==> src/rtl/mips_fetch_queue_if.sv <==
// Bus and handshake bundle between the fetch queue, instruction memory,
// the branch/halt control and the decode stage.
interface mips_fetch_queue_if #(
  parameter int DEPTH  = 4,
  parameter int ADDR_W = 10
);
  localparam int CNT_W = $clog2(DEPTH) + 1;

  // instruction memory read port
  logic              mem_rd_en;
  logic [ADDR_W-1:0] mem_addr;
  logic [31:0]       mem_rdata;
  // control-flow inputs
  logic              redirect_valid;
  logic [31:0]       redirect_pc;
  logic              halt_req;
  // decode handshake
  logic              id_valid;
  logic [31:0]       id_ir;
  logic [31:0]       id_npc;
  logic              id_ready;
  logic [CNT_W-1:0]  fq_count;

  // fetch queue side
  modport master (
    output mem_rd_en, mem_addr, id_valid, id_ir, id_npc, fq_count,
    input  mem_rdata, redirect_valid, redirect_pc, halt_req, id_ready
  );

  // environment side: memory, branch unit and decode
  modport slave (
    input  mem_rd_en, mem_addr, id_valid, id_ir, id_npc, fq_count,
    output mem_rdata, redirect_valid, redirect_pc, halt_req, id_ready
  );
endinterface

==> src/rtl/mips_fetch_queue.sv <==
// MIPS32 instruction prefetch queue: issues word reads to a synchronous
// instruction memory, buffers {instruction, next-PC} pairs in a small FIFO
// and presents the head to decode with show-ahead valid/ready. Taken-branch
// redirects flush buffered and in-flight fetches; halt stops new fetches.
module mips_fetch_queue #(
  parameter int DEPTH  = 4,
  parameter int ADDR_W = 10
) (
  input  logic                 clk1,
  input  logic                 rst,
  mips_fetch_queue_if.master   fq
);

  localparam int CNT_W = $clog2(DEPTH) + 1;
  localparam int PTR_W = $clog2(DEPTH);
  localparam logic [CNT_W:0] DEPTH_OCC = (CNT_W + 1)'(DEPTH);

  logic [ADDR_W-1:0] pc_r;
  logic [ADDR_W-1:0] rec_addr_r;
  logic              inflight_r;
  logic              kill_r;
  logic              halted_r;
  logic [CNT_W-1:0]  count_r;
  logic [PTR_W-1:0]  rd_ptr_r;
  logic [PTR_W-1:0]  wr_ptr_r;
  logic [31:0]       fifo_ir_r  [DEPTH];
  logic [ADDR_W-1:0] fifo_npc_r [DEPTH];

  logic [ADDR_W-1:0] mem_addr_s;
  logic [ADDR_W-1:0] npc_addr_s;
  logic [CNT_W:0]    occ_s;
  logic              issue_s;
  logic              push_s;
  logic              pop_s;
  logic              unused_s;

  // only the low ADDR_W bits of the branch target address the memory
  assign unused_s = ^fq.redirect_pc[31:ADDR_W];

  // issue/push/pop decisions and the fetch address mux
  always_comb begin
    occ_s      = {1'b0, count_r} + {{CNT_W{1'b0}}, inflight_r};
    npc_addr_s = rec_addr_r + ADDR_W'(1);
    mem_addr_s = pc_r;
    issue_s    = 1'b0;
    push_s     = 1'b0;
    pop_s      = 1'b0;

    if (fq.redirect_valid) begin
      mem_addr_s = fq.redirect_pc[ADDR_W-1:0];
    end else begin
      mem_addr_s = pc_r;
    end

    // occupancy counts the read in flight but not a same-cycle pop, so the
    // FIFO can never overflow; a redirect fetches regardless because the
    // FIFO and the in-flight read are being discarded in the same cycle
    if (!rst && !halted_r && !fq.halt_req && (fq.redirect_valid || (occ_s < DEPTH_OCC))) begin
      issue_s = 1'b1;
    end else begin
      issue_s = 1'b0;
    end

    // a response is dropped on redirect, after a kill, or around reset
    if (inflight_r && !kill_r && !fq.redirect_valid && !rst) begin
      push_s = 1'b1;
    end else begin
      push_s = 1'b0;
    end

    if ((count_r != '0) && fq.id_ready && !fq.redirect_valid) begin
      pop_s = 1'b1;
    end else begin
      pop_s = 1'b0;
    end
  end

  assign fq.mem_rd_en = issue_s;
  assign fq.mem_addr  = mem_addr_s;
  assign fq.id_valid  = (count_r != '0);
  assign fq.id_ir     = fifo_ir_r[rd_ptr_r];
  assign fq.id_npc    = {{(32 - ADDR_W){1'b0}}, fifo_npc_r[rd_ptr_r]};
  assign fq.fq_count  = count_r;

  // fetch PC, in-flight tracking, halt latch and FIFO occupancy/pointers
  always_ff @(posedge clk1) begin
    if (rst) begin
      pc_r       <= '0;
      rec_addr_r <= '0;
      inflight_r <= 1'b0;
      kill_r     <= 1'b0;
      halted_r   <= 1'b0;
      count_r    <= '0;
      rd_ptr_r   <= '0;
      wr_ptr_r   <= '0;
    end else begin
      halted_r   <= halted_r | fq.halt_req;
      inflight_r <= issue_s;
      if (issue_s) begin
        rec_addr_r <= mem_addr_s;
        pc_r       <= mem_addr_s + ADDR_W'(1);
      end
      // a redirect that could not refetch (halted) leaves nothing valid
      // behind; kill guards the following response slot for one cycle
      kill_r <= fq.redirect_valid && inflight_r && !issue_s;

      if (fq.redirect_valid) begin
        count_r  <= '0;
        rd_ptr_r <= '0;
        wr_ptr_r <= '0;
      end else begin
        if (push_s) begin
          wr_ptr_r <= wr_ptr_r + PTR_W'(1);
        end
        if (pop_s) begin
          rd_ptr_r <= rd_ptr_r + PTR_W'(1);
        end
        case ({push_s, pop_s})
          2'b10:   count_r <= count_r + CNT_W'(1);
          2'b01:   count_r <= count_r - CNT_W'(1);
          default: count_r <= count_r;
        endcase
      end
    end
  end

  // FIFO storage: returned word plus the sequential next-PC of its address
  always_ff @(posedge clk1) begin
    if (rst) begin
      for (int i = 0; i < DEPTH; i++) begin
        fifo_ir_r[i]  <= 32'h0000_0000;
        fifo_npc_r[i] <= '0;
      end
    end else if (push_s) begin
      fifo_ir_r[wr_ptr_r]  <= fq.mem_rdata;
      fifo_npc_r[wr_ptr_r] <= npc_addr_s;
    end
  end

endmodule

==> src/flat_wrapper.sv <==
// flat-port wrapper written by rule: the top's interface ports become plain ports
module mips_fetch_queue_flat 
#(
  parameter int DEPTH  = 4,
  parameter int ADDR_W = 10
)
  (clk1, rst, fq_mem_rd_en, fq_mem_addr, fq_id_valid, fq_id_ir, fq_id_npc, fq_fq_count, fq_mem_rdata, fq_redirect_valid, fq_redirect_pc, fq_halt_req, fq_id_ready);
  mips_fetch_queue_if #(.DEPTH(DEPTH), .ADDR_W(ADDR_W)) fq_i ();
  input  logic clk1;
  input  logic rst;
  output wire logic [$bits(fq_i.mem_rd_en)-1:0] fq_mem_rd_en;
  output wire logic [$bits(fq_i.mem_addr)-1:0] fq_mem_addr;
  output wire logic [$bits(fq_i.id_valid)-1:0] fq_id_valid;
  output wire logic [$bits(fq_i.id_ir)-1:0] fq_id_ir;
  output wire logic [$bits(fq_i.id_npc)-1:0] fq_id_npc;
  output wire logic [$bits(fq_i.fq_count)-1:0] fq_fq_count;
  input wire logic [$bits(fq_i.mem_rdata)-1:0] fq_mem_rdata;
  input wire logic [$bits(fq_i.redirect_valid)-1:0] fq_redirect_valid;
  input wire logic [$bits(fq_i.redirect_pc)-1:0] fq_redirect_pc;
  input wire logic [$bits(fq_i.halt_req)-1:0] fq_halt_req;
  input wire logic [$bits(fq_i.id_ready)-1:0] fq_id_ready;
  assign fq_mem_rd_en = fq_i.mem_rd_en;
  assign fq_mem_addr = fq_i.mem_addr;
  assign fq_id_valid = fq_i.id_valid;
  assign fq_id_ir = fq_i.id_ir;
  assign fq_id_npc = fq_i.id_npc;
  assign fq_fq_count = fq_i.fq_count;
  assign fq_i.mem_rdata = fq_mem_rdata;
  assign fq_i.redirect_valid = fq_redirect_valid;
  assign fq_i.redirect_pc = fq_redirect_pc;
  assign fq_i.halt_req = fq_halt_req;
  assign fq_i.id_ready = fq_id_ready;
  mips_fetch_queue #(.DEPTH(DEPTH), .ADDR_W(ADDR_W)) u_core (.clk1(clk1), .rst(rst), .fq(fq_i));
endmodule
==> config.mk <==
export PLATFORM = sky130hd
export DESIGN_NAME = mips_fetch_queue_flat
export DESIGN_NICKNAME = d
export VERILOG_FILES = /design/src/rtl/mips_fetch_queue_if.sv /design/src/rtl/mips_fetch_queue.sv /design/src/flat_wrapper.sv
export SDC_FILE = /design/constraint.sdc
export NUM_CORES = 1
export LEC_CHECK = 0
export ABC_AREA = 1
export ABC_CLOCK_PERIOD_IN_PS = 4300
export BUFFER_PORTS_ARGS = -buffer_cell sky130_fd_sc_hd__buf_2
export CAP_MARGIN = 20
export CELL_PAD_IN_SITES_DETAIL_PLACEMENT = 0
export CELL_PAD_IN_SITES_GLOBAL_PLACEMENT = 1
export CORE_MARGIN = 1.5
export CORE_UTILIZATION = 47
export CTS_BUF_LIST = sky130_fd_sc_hd__clkbuf_16
export DETAILED_ROUTE_END_ITERATION = 8
export HOLD_SLACK_MARGIN = 0.08
export PLACE_DENSITY_LB_ADDON = 0.2
export SKIP_LAST_GASP = 1
export SLEW_MARGIN = 15
export SYNTH_ARGS = -nofsm -noshare
export SYNTH_HDL_FRONTEND = slang
export SYNTH_SLANG_ARGS = --single-unit
==> constraint.sdc <==
create_clock -name clk1 -period 4.3 [get_ports clk1]
set_input_delay 0.645 -clock clk1 [delete_from_list [all_inputs] [get_ports clk1]]
set_output_delay 0.645 -clock clk1 [all_outputs]
set_load 0.02 [all_outputs]
==> results.md <==
Drt:
- The violation count after the first detailed-route iteration is 396.
- After detailed routing, the total wire length is 19.3 mm.
- In the final routed layout, each cell accounts on average for 15.8 um.
- The number of DRC violations after detailed routing is 0.
- Once detail routing completed, the nets flagged for antenna violations numbered 0.
- After detailed routing, the number of vias per cell comes to 5.12.
- The routed layout has 6,274 vias.
- The number of iterations in the first detailed-routing pass is 5.

Placement:
- The count of buffers from port buffering is 103.
- Detailed placement ended at an HPWL of 11.0 mm.
- The cell count after placement is 1,194.
- The final estimated routing congestion in global placement is 0.757.

Global route:
- The met3 capacity usage during global routing is 3.90%.
- Summed over all layers, the global routing overflow is 0.
- In the global route stage, overall resource usage came out at 20.2%.
- The global routing stage identified its most utilized layer as met2.
- The via count of the first global-routing pass came to 5,862.
- The met2 global-route usage is 34.4%.
- The global-route track usage on met1 is 26.2%.
- The global-route wire length before repair is 30.4 mm.
- The number of antenna violations at the first check in global routing is 1.
- The largest net degree at the start of global routing is 51.

Run:
- Max-cap violations in this run came to 0.

Worst setup path:
- Data arrives at the worst endpoint at 2.42 ns.
- The most critical setup path has its endpoint at fq_id_npc[9].
- The path depth of the worst reg2reg path is 11.
- At the worst endpoint, the required time is 3.65 ns.
- The worst register-to-register path ends at u_core.fq.fq_count[2].
- The endpoint class of the critical path is a primary output.
- The startpoint kind of the worst setup timing path is a flip-flop.
- The worst register-to-register path begins at u_core.inflight_r.
- Of all nets on the critical path, the largest fanout is 50.
- The type of the setup path with the least slack is reg -> out.
- In this run the register-to-register setup slack is 1.94 ns.

Timing:
- Setup repair after global routing left no endpoint under its margin.
- The number of hold violations in the final report is 0.
- The post-route fraction of the period consumed by the critical path is 71.2%.
- Clock skew on the completed layout was measured at 0.00786 ns.
- The setup violation total in the final timing report is 0.
- The slew at the pin closest to its max-slew limit is 0.799 ns.
- The final max-slew violation count was 0.
- The setup TNS after final layout is 0 ns.
- The max-slew headroom at the worst pin is 46.7%.
- The final critical path time including I/O delays and setup is 3.06 ns.
- For this run, the top clock speed supported by timing is 327 MHz.

Run status:
- The flow ran to the end, and the final reports show no timing, DRC or antenna violations.

Synthesis:
- The per-instance average area after synthesis is 9.95 sq um.
- The proportion of synthesized chip area in sequential cells is 63.9%.
- In the synthesized netlist, the cells that appear most often are nor2_1 (264), edfxtp_1 (168), o21ai_0 (95).
- After synthesis, the cell types taking the most area are edfxtp_1 (57%), nor2_1 (11%), dfxtp_1 (7.2%).
- The proportion of synthesized flip-flops having asynchronous set or reset is 0%.
- The number of synthesis warnings is 0.
- The synthesized netlist occupies a cell area of 8890 sq um.
- The flip-flop and latch count after synthesis is 200.
- The number of enable-type register cells in the synthesized netlist is 168.
- The unique cell type count in the Yosys netlist is 32.
- The most common cell in the synthesized netlist is nor2_1.
- The cell type with the largest total area after synthesis is edfxtp_1.
- In the synthesized netlist the dominant register cell turns out to be edfxtp_1.
- In this run the biggest area consumer among cell types represents 56.7% of the synthesized area.
- The number of instances in the synthesized netlist is 894.

Power:
- The static power due to leakage is 4.31 nW.
- The power per cell area is 417 nW/um^2.
- IR analysis of the VDD net gives a maximum drop of 0.288 mV.

Die:
- The starting density of the core is 47.7%.
- The total die area is 19,800 sq um.
- The placement row count is 50.
- In this run the standard cell core region covers 18,600 sq um.
- The count of boundary I/O pins is 148.
- The floorplan step set the die height to 141 um.
- Measured along the x axis, the die boundary spans 141 um.

Clock tree:
- The CTS tree is done.
- Buffers added to address setup during post-CTS repair amount to 0.
- The number of H-tree levels is 4.
- After clock tree synthesis, the flow added hold-fix buffers numbering 0.
- The clock reaches the later pin of the worst-skew pair after 0.43 ns.
- After clock tree synthesis, the clock-pin slew on the worst setup and hold paths is 0.07 ns.
- The count of instances resized after the clock tree is built is 0.
- The number of buffers created by CTS is 17.
- The clock root buffer master is clkbuf_16.
- The clock drives 200 sinks.
- The buffer levels on the longest clock path is 2.

Cells and area:
- Once layout is complete, the cells apart from fillers number 1,226.
- Cells with a size suffix above 1 make up 16.4% of the layout.
- Fill cells in the final layout number 1,682.
- The number of nets in the final layout is 1,052.
- The repair_antennas step left the layout with diodes totalling 0.
- The layout-stage area growth over the synthesis result is 13.7%.

Min path:
- The instance count along the most critical hold path is 2.
- The worst min-delay path startpoint is rst.
- The worst hold-check path type is in -> reg.
-- power breakdown --
| part | switching, mW | internal, mW |
|---|---|---|
| Clock | 0.681 | 1.08 |
| Combinational | 0.192 | 0.0700 |
| Sequential | 0.0216 | 2.17 |
| Total | 0.895 | 3.32 |
-- cells in the final DEF (no fill, tap or decap), types with 2 or more instances in the layout --
cell type  synthesis  final
dfxtp_1           32     31
or2_2              2      2
o21ai_1            4      4
nand2_2            1      5
clkbuf_16          0     17
conb_1             1     22
nand2_4            3      3
clkinv_2           0      3
a21oi_1           10     10
edfxtp_1         168    168
inv_2              1      2
nand2_1           81     77
nand3_1           17     17
clkinv_1           0      2
inv_1             75     75
nor2_1           264    264
o21a_1             2      2
bufinv_16          0      6
xor2_1             2      2
o21ai_0           95     95
buf_4             23     11
nor2_4             3      3
o22ai_1           48     48
nor3_1             5      5
buf_2             15    103
ha_1               3      3
-- logic make-up (layout without fill, tap and decap cells) --
family | after synthesis | in the layout | share of synthesized area (%)
xor+xnor | 3 | 3 | 0.296
compound gates | 160 | 160 | 9.77
flops | 200 | 200 | 63.9
buf+inv | 146 | 223 | 8.10
other cells | 1 | 22 | 0.0422
simple gates | 380 | 380 | 17.2
fa+ha+maj | 4 | 4 | 0.647
-- worst min path at each step --
stage / to / slack, ns
after CTS: u_core.halted_r / 0.40
after floorplan: u_core.pc_r[1] / 0.42
after global placement: u_core.pc_r[2] / 0.43
after detailed placement: u_core.pc_r[9] / 0.43
final: u_core.halted_r / 0.41
after global routing: u_core.halted_r / 0.41
-- critical path, stage by stage, from the launching register on --
cell and delay (ns):
dfxtp_2 0.76, buf_4 0.55, o21ai_0 0.17, o22ai_1 0.27, buf_2 0.22
-- registers in the layout, summed over array words and instances, names as in the netlist, named ones only --
register,count
u_core.fifo_ir_r,128
u_core.fifo_npc_r,40
u_core.pc_r,10
u_core.rec_addr_r,10
u_core.fq.fq_count,3
u_core.rd_ptr_r,2
u_core.wr_ptr_r,2
u_core.halted_r,1
u_core.inflight_r,1
u_core.kill_r,1
-- final cells by class --
cell class / count / area [sq um] / area share [%]
sequential: 200 / 5690 / 56.2
multi-input combinational: 569 / 2570 / 25.5
timing repair buffer: 115 / 618 / 6.11
clock buffer: 17 / 425 / 4.21
tap: 234 / 293 / 2.89
inverter: 76 / 285 / 2.82
clock inverter: 15 / 231 / 2.29
-- layer usage --
layer  wire (um)  vias up
li1            -     3115
met1        8710     2967
met5           0        -
met2        9310      169
met3        1000       23
met4         327        0
-- metrics by stage --
stage	hold slack, ns	instance area, sq um	total power, mW	utilization (%)	worst slack (ns)
floorplan	0.419	8970	2.42	-	1.52
global placement	0.429	9460	2.49	50.7	1.34
detailed placement	0.434	9460	2.50	50.7	1.34
CTS	0.396	10100	4.25	54.3	1.18
global route	0.408	10100	4.36	54.3	1.00
finish	0.408	10100	4.22	54.3	1.24
(Power assumes the default switching activity.)
